**src/rtl/barrel_pipe.sv**
```systemverilog
// Pipelined multi-mode barrel shifter: one registered mux level per shift bit, valid/ready stall.
// Optional funnel shifting for modes 00/10 is enabled by defining BARREL_PIPE_FUNNEL_EN.
module barrel_pipe #(
  parameter int WIDTH       = 64,
  parameter int SHIFT_WIDTH = 7,
  parameter int SHIFT_MAX   = 63,
  parameter int TAG_WIDTH   = 4
) (
  input  logic                   clk,
  input  logic                   rst_n,
  input  logic                   in_valid,
  output logic                   in_ready,
  input  logic [1:0]             mode,
  input  logic [SHIFT_WIDTH-1:0] shift,
  input  logic [WIDTH-1:0]       in,
  input  logic [TAG_WIDTH-1:0]   tag,
`ifdef BARREL_PIPE_FUNNEL_EN
  input  logic [WIDTH-1:0]       ex,
`endif
  output logic                   out_valid,
  input  logic                   out_ready,
  output logic [WIDTH-1:0]       out,
  output logic [TAG_WIDTH-1:0]   out_tag,
  output logic                   out_ovf
);

  localparam int LEVELS = $clog2(WIDTH);

  typedef enum logic [1:0] {
    MODE_SRL = 2'b00,
    MODE_SRA = 2'b01,
    MODE_SLL = 2'b10,
    MODE_ROR = 2'b11
  } mode_e;

  typedef struct packed {
    logic                 valid;
    logic [WIDTH-1:0]     data;
`ifdef BARREL_PIPE_FUNNEL_EN
    logic [WIDTH-1:0]     ex;
`endif
    logic [LEVELS-1:0]    eff;
    mode_e                mode;
    logic                 fill;
    logic [TAG_WIDTH-1:0] tag;
    logic                 ovf;
  } stage_t;

  stage_t pre;
  stage_t stage_in  [LEVELS];
  stage_t stage_nxt [LEVELS];
  stage_t stage_q   [LEVELS];
  logic   advance;

  assign advance  = out_ready | ~stage_q[LEVELS-1].valid;
  assign in_ready = advance;

  // Rotate wraps the amount; the other modes saturate at SHIFT_MAX and flag it.
  always_comb begin
    pre       = '0;
    pre.valid = in_valid;
    pre.data  = in;
`ifdef BARREL_PIPE_FUNNEL_EN
    pre.ex    = ex;
`endif
    pre.mode  = mode_e'(mode);
    pre.tag   = tag;
    pre.fill  = (mode == MODE_SRA) & in[WIDTH-1];
    if (mode == MODE_ROR) begin
      pre.eff = shift[LEVELS-1:0];
      pre.ovf = 1'b0;
    end else if (shift > SHIFT_WIDTH'(SHIFT_MAX)) begin
      pre.eff = LEVELS'(SHIFT_MAX);
      pre.ovf = 1'b1;
    end else begin
      pre.eff = shift[LEVELS-1:0];
      pre.ovf = 1'b0;
    end
  end

  always_comb begin
    stage_in[0] = pre;
    for (int i = 1; i < LEVELS; i++) begin
      stage_in[i] = stage_q[i-1];
    end
  end

  // Level i conditionally shifts by 2**i; the funnel word shifts alongside to feed the vacated bits.
  always_comb begin
    for (int i = 0; i < LEVELS; i++) begin
      stage_nxt[i] = stage_in[i];
      if (stage_in[i].eff[i]) begin
        case (stage_in[i].mode)
          MODE_SRL: begin
`ifdef BARREL_PIPE_FUNNEL_EN
            stage_nxt[i].data = (stage_in[i].data >> (1 << i)) | (stage_in[i].ex << (WIDTH - (1 << i)));
            stage_nxt[i].ex   = stage_in[i].ex >> (1 << i);
`else
            stage_nxt[i].data = stage_in[i].data >> (1 << i);
`endif
          end
          MODE_SRA: begin
            stage_nxt[i].data = (stage_in[i].data >> (1 << i)) |
                                ({WIDTH{stage_in[i].fill}} & ~({WIDTH{1'b1}} >> (1 << i)));
          end
          MODE_SLL: begin
`ifdef BARREL_PIPE_FUNNEL_EN
            stage_nxt[i].data = (stage_in[i].data << (1 << i)) | (stage_in[i].ex >> (WIDTH - (1 << i)));
            stage_nxt[i].ex   = stage_in[i].ex << (1 << i);
`else
            stage_nxt[i].data = stage_in[i].data << (1 << i);
`endif
          end
          MODE_ROR: begin
            stage_nxt[i].data = (stage_in[i].data >> (1 << i)) | (stage_in[i].data << (WIDTH - (1 << i)));
          end
        endcase
      end
    end
  end

  // Every level shares one enable so a stall freezes the pipe as a unit.
  always_ff @(posedge clk or negedge rst_n) begin
    if (!rst_n) begin
      for (int i = 0; i < LEVELS; i++) begin
        stage_q[i] <= '0;
      end
    end else if (advance) begin
      for (int i = 0; i < LEVELS; i++) begin
        stage_q[i] <= stage_nxt[i];
      end
    end
  end

  assign out_valid = stage_q[LEVELS-1].valid;
  assign out       = stage_q[LEVELS-1].data;
  assign out_tag   = stage_q[LEVELS-1].tag;
  assign out_ovf   = stage_q[LEVELS-1].ovf;

endmodule

```
**config.mk**
```make
export PLATFORM = sky130hd
export DESIGN_NAME = barrel_pipe
export DESIGN_NICKNAME = d
export VERILOG_FILES = /design/src/rtl/barrel_pipe.sv
export SDC_FILE = /design/constraint.sdc
export NUM_CORES = 1
export LEC_CHECK = 0
export ABC_AREA = 1
export CELL_PAD_IN_SITES_DETAIL_PLACEMENT = 1
export CELL_PAD_IN_SITES_GLOBAL_PLACEMENT = 2
export CORE_ASPECT_RATIO = 1.4
export CORE_UTILIZATION = 34
export CTS_BUF_LIST = sky130_fd_sc_hd__clkbuf_4 sky130_fd_sc_hd__clkbuf_8 sky130_fd_sc_hd__clkbuf_16
export DETAILED_ROUTE_END_ITERATION = 12
export PLACE_DENSITY_LB_ADDON = 0.1
export SYNTH_ARGS = -nofsm -noshare
export SYNTH_HDL_FRONTEND = slang
export SYNTH_SLANG_ARGS = --single-unit
export TNS_END_PERCENT = 30
```
**constraint.sdc**
```tcl
create_clock -name clk -period 2.11 [get_ports clk]
set_clock_uncertainty 0.2 [all_clocks]
set_input_delay 0.211 -clock clk [delete_from_list [all_inputs] [get_ports clk]]
set_output_delay 0.211 -clock clk [all_outputs]
set_load 0.05 [all_outputs]
```
==> reports/qor.csv <==
stage;metric;value;unit
worst_setup_path;critical_path.max_fanout;7;
final_layout;final_layout_size_suffix_gt1_share;6.46;%
placed_design;placement.cell_area;28400;sq um
pwr;p_total;50300;uW
worst_setup_path;timing_worst_setup_path_type;reg2out;
routing;routedWlPerCell;18.3;um
logic_synthesis;post_synth_inst_count;3687;
die;starting_utilization_of_the_core_area;34.6;%
outcome;result_of_the_run;completed;
placed_design;buffer_ports.inserted;151;
logic_synthesis;netlist-cell-type-count;24;
timing;final_max_slew_viol_count;0;
global_route;grt_antenna_before_repair;0;
global_route;first_pass_grt_wire_length;143000;um
pwr;vdd.ir_drop.worst;0.000669;V
worst_setup_path;critical-path-top-delay-family;buffers and inverters;
final_layout;final_util;41.3;%
worst_hold_path;hold_class;in2reg;
routing;wl;87200;um
global_route;grt_overflow_total;0;
worst_setup_path;slowest_delay;0.34;ns
routing;post-route-drc-count;0;
logic_synthesis;syn-mean-instance-area;6.85;sq um
worst_setup_path;worst-endpoint-arrival;1.61;ns
placed_design;gp_congestion;0.884;
logic_synthesis;synth.yosys.warnings;0;
worst_setup_path;endpoint_kind;output port;
timing;clock.fmax;495;MHz
final_layout;design_area;30200;sq um
die;boundaryPins;152;
logic_synthesis;seq_area_frac_synth;44.6;%
global_route;largest_net_degree_at_the_start_of_global_routing;102;
routing;via_per_inst;4.97;
worst_setup_path;critPathBufInv;4;
clock_network;tritoncts;yes;
die;rows;117;
timing;period_share;95.7;%
timing;timing.max_slew.rel_slack;62.8;%
placed_design;dp_hpwl;66600;um
worst_setup_path;required;1.70;ns
timing;worst_slew_pin_slew;0.560;ns
timing;grt_setup_unrepaired;no;
worst_setup_path;path_cells;inv_1, nor2_4, clkinv_8, buf_6, buf_8;
routing;number_of_drc_markers_after_the_initial_detailed_route_iteration;1193;
global_route;first_global_vias;25200;
clock_network;clk-insertion-delay-late;0.62;ns
final_layout;final_nets;3851;
clock_network;clock_transition_at_the_registers_of_the_reported_paths;0.06;ns
clock_network;cts_htree_levels;2;
timing;report.final.setup_viol;0;
worst_setup_path;start_kind;flip-flop;
clock_network;cts_made_buffers;49;
timing;period_minus_slack;2.02;ns
die;die-area;75400;sq um
routing;vias;23600;
clock_network;clock-sinks;450;
run;drv.max_cap_violation_count;0;
logic_synthesis;ys_ff_latch;450;
die;die_h;324;um
routing;post_drt_antenna_nets;0;
routing;firstDrtPassIters;4;
final_layout;synthToLayoutAreaGrowth;19.6;%
pwr;power_leakage;0.0155;uW
clock_network;clock_tree.root_cell;sky130_fd_sc_hd__clkbuf_16;
global_route;gr-usage-all-layers;23.7;%
pwr;power_density;1670;nW/um^2
worst_setup_path;critical-path-slowest-cell;sky130_fd_sc_hd__dfrtp_1;
die;floorplan.core_area;73000;sq um
logic_synthesis;cell_area_after_technology_mapping;25200;sq um
final_layout;n_antenna_cell;0;
logic_synthesis;synthesis.nets;3768;
timing;timing.final.hold_violations;0;
die;die_width;232;um
clock_network;number_of_buffers_between_clock_root_and_the_deepest_sink;3;
## tightest hold or removal path: cells and delay by family
kind	cells	cell delay [ns]
AO/OA/AOI/OAI	1	0.08
buffers and inverters	2	0.52
## sequential cells by signal (all words and copies together) (netlist names)
register and cells:
stage_in 380, out 64, out_valid 1, out_ovf 1, out_tag 4
## through the flow
stage	hold slack (ns)	TNS (ns)	cells	worst slack (ns)
after floorplan	-0.285	0	3687	0.138
after global placement	-0.0385	0	4656	0.117
after detailed placement	-0.0341	0	4656	0.0712
after CTS	0.00377	-0.0168	4754	-0.0168
after global routing	0.0454	0	4759	0.00221
final	0.0512	0	4759	0.0907
## layout make-up
cell class	instances	area, sq um
Fill cell	9225	42900
Sequential cell	450	11300
Multi-Input combinational cell	2457	10900
Timing Repair Buffer	293	3090
Inverter	519	1960
Clock buffer	81	1600
Tap cell	952	1190
Clock inverter	7	139
## Yosys cell counts
library cell               instances  area (sq um)
sky130_fd_sc_hd__a21oi_1         291          1460
sky130_fd_sc_hd__a31oi_1          30           188
sky130_fd_sc_hd__buf_1            11          41.3
sky130_fd_sc_hd__buf_2           101           505
sky130_fd_sc_hd__buf_4             2          15.0
sky130_fd_sc_hd__buf_6             1          11.3
sky130_fd_sc_hd__clkbuf_1        146           548
sky130_fd_sc_hd__clkinv_1          2          7.51
sky130_fd_sc_hd__dfrtp_1         450         11300
sky130_fd_sc_hd__inv_1           509          1910
sky130_fd_sc_hd__inv_2             8          30.0
sky130_fd_sc_hd__nand2_1        1012          3800
sky130_fd_sc_hd__nand2_2           2          12.5
sky130_fd_sc_hd__nand3_1         451          2260
sky130_fd_sc_hd__nand3b_1         60           450
sky130_fd_sc_hd__nor2_1          321          1200
sky130_fd_sc_hd__nor2_2            1          6.26
sky130_fd_sc_hd__nor2_4            1          11.3
sky130_fd_sc_hd__o211ai_1         32           240
sky130_fd_sc_hd__o21a_1            1          7.51
sky130_fd_sc_hd__o21ai_0         249          1250
sky130_fd_sc_hd__o21ai_1           1          5.00
sky130_fd_sc_hd__o22a_1            1          8.76
sky130_fd_sc_hd__o22ai_1           4          25.0
## layer usage
| layer | vias to the layer above | GRT usage (%) | wire [um] |
|---|---|---|---|
| met3 | 100 | 2.19 | 1750 |
| met4 | 0 | 7.58 | 2830 |
| li1 | 11800 | - | - |
| met1 | 11500 | 27.6 | 36100 |
| met5 | - | 0 | 0 |
| met2 | 275 | 44.7 | 46500 |
## repair_timing
action / in CTS / in global routing
buffers inserted: 0 / 5
hold buffers: 10 / 0
pin swaps: 0 / 1
hold endpoints to repair: 458 / 0
endpoints found under the setup margin: 70 / 1
resized for setup: 72 / 1
gates cloned: 0 / 0
## cell usage in the layout (no fill, tap or decap), types with 14 or more instances in the layout
cell type,netlist,layout
sky130_fd_sc_hd__dlygate4sd2_1,0,69
sky130_fd_sc_hd__a31oi_1,30,30
sky130_fd_sc_hd__clkbuf_16,0,51
sky130_fd_sc_hd__buf_4,2,88
sky130_fd_sc_hd__clkdlybuf4s50_1,0,79
sky130_fd_sc_hd__nor2_1,321,321
sky130_fd_sc_hd__inv_1,509,507
sky130_fd_sc_hd__buf_12,0,45
sky130_fd_sc_hd__clkbuf_4,0,14
sky130_fd_sc_hd__nand3_1,451,451
sky130_fd_sc_hd__clkbuf_8,0,16
sky130_fd_sc_hd__a21oi_1,291,290
sky130_fd_sc_hd__o21ai_0,249,249
sky130_fd_sc_hd__dfrtp_1,450,446
sky130_fd_sc_hd__nand3b_1,60,60
sky130_fd_sc_hd__o211ai_1,32,32
sky130_fd_sc_hd__nand2_1,1012,1008
## power by group
part	switching [uW]	internal [uW]	leakage [uW]	total, uW
Sequential	3880	12900	0.00529	16800
Combinational	16300	7960	0.00936	24200
Clock	3670	5640	0.000877	9310
Total	23800	26500	0.0155	50300
## cell families after synthesis
| family | count (synthesis) | synth area share (%) |
|---|---|---|
| AOI/OAI and AO/OA | 609 | 12.6 |
| buffers and inverters | 780 | 12.2 |
| DFF | 450 | 44.6 |
| and+or+nand+nor | 1848 | 30.7 |
## path summary, 6_finish.rpt
path / startpoint / end / slack [ns] / depth (start not counted)
min in group asynchronous: rst_n / stage_in[320] / 0.11 / 3
worst max-delay path: out_valid / in_ready / 0.09 / 5
max in group asynchronous: rst_n / stage_in[202] / 1.17 / 4
worst min register to register: stage_in[78] / out_valid / 0.26 / 2
worst min-delay path: shift[3] / stage_in[327] / 0.05 / 3
worst max register to register: out_valid / stage_in[115] / 0.25 / 9
Power figures use the tool's default switching activity.
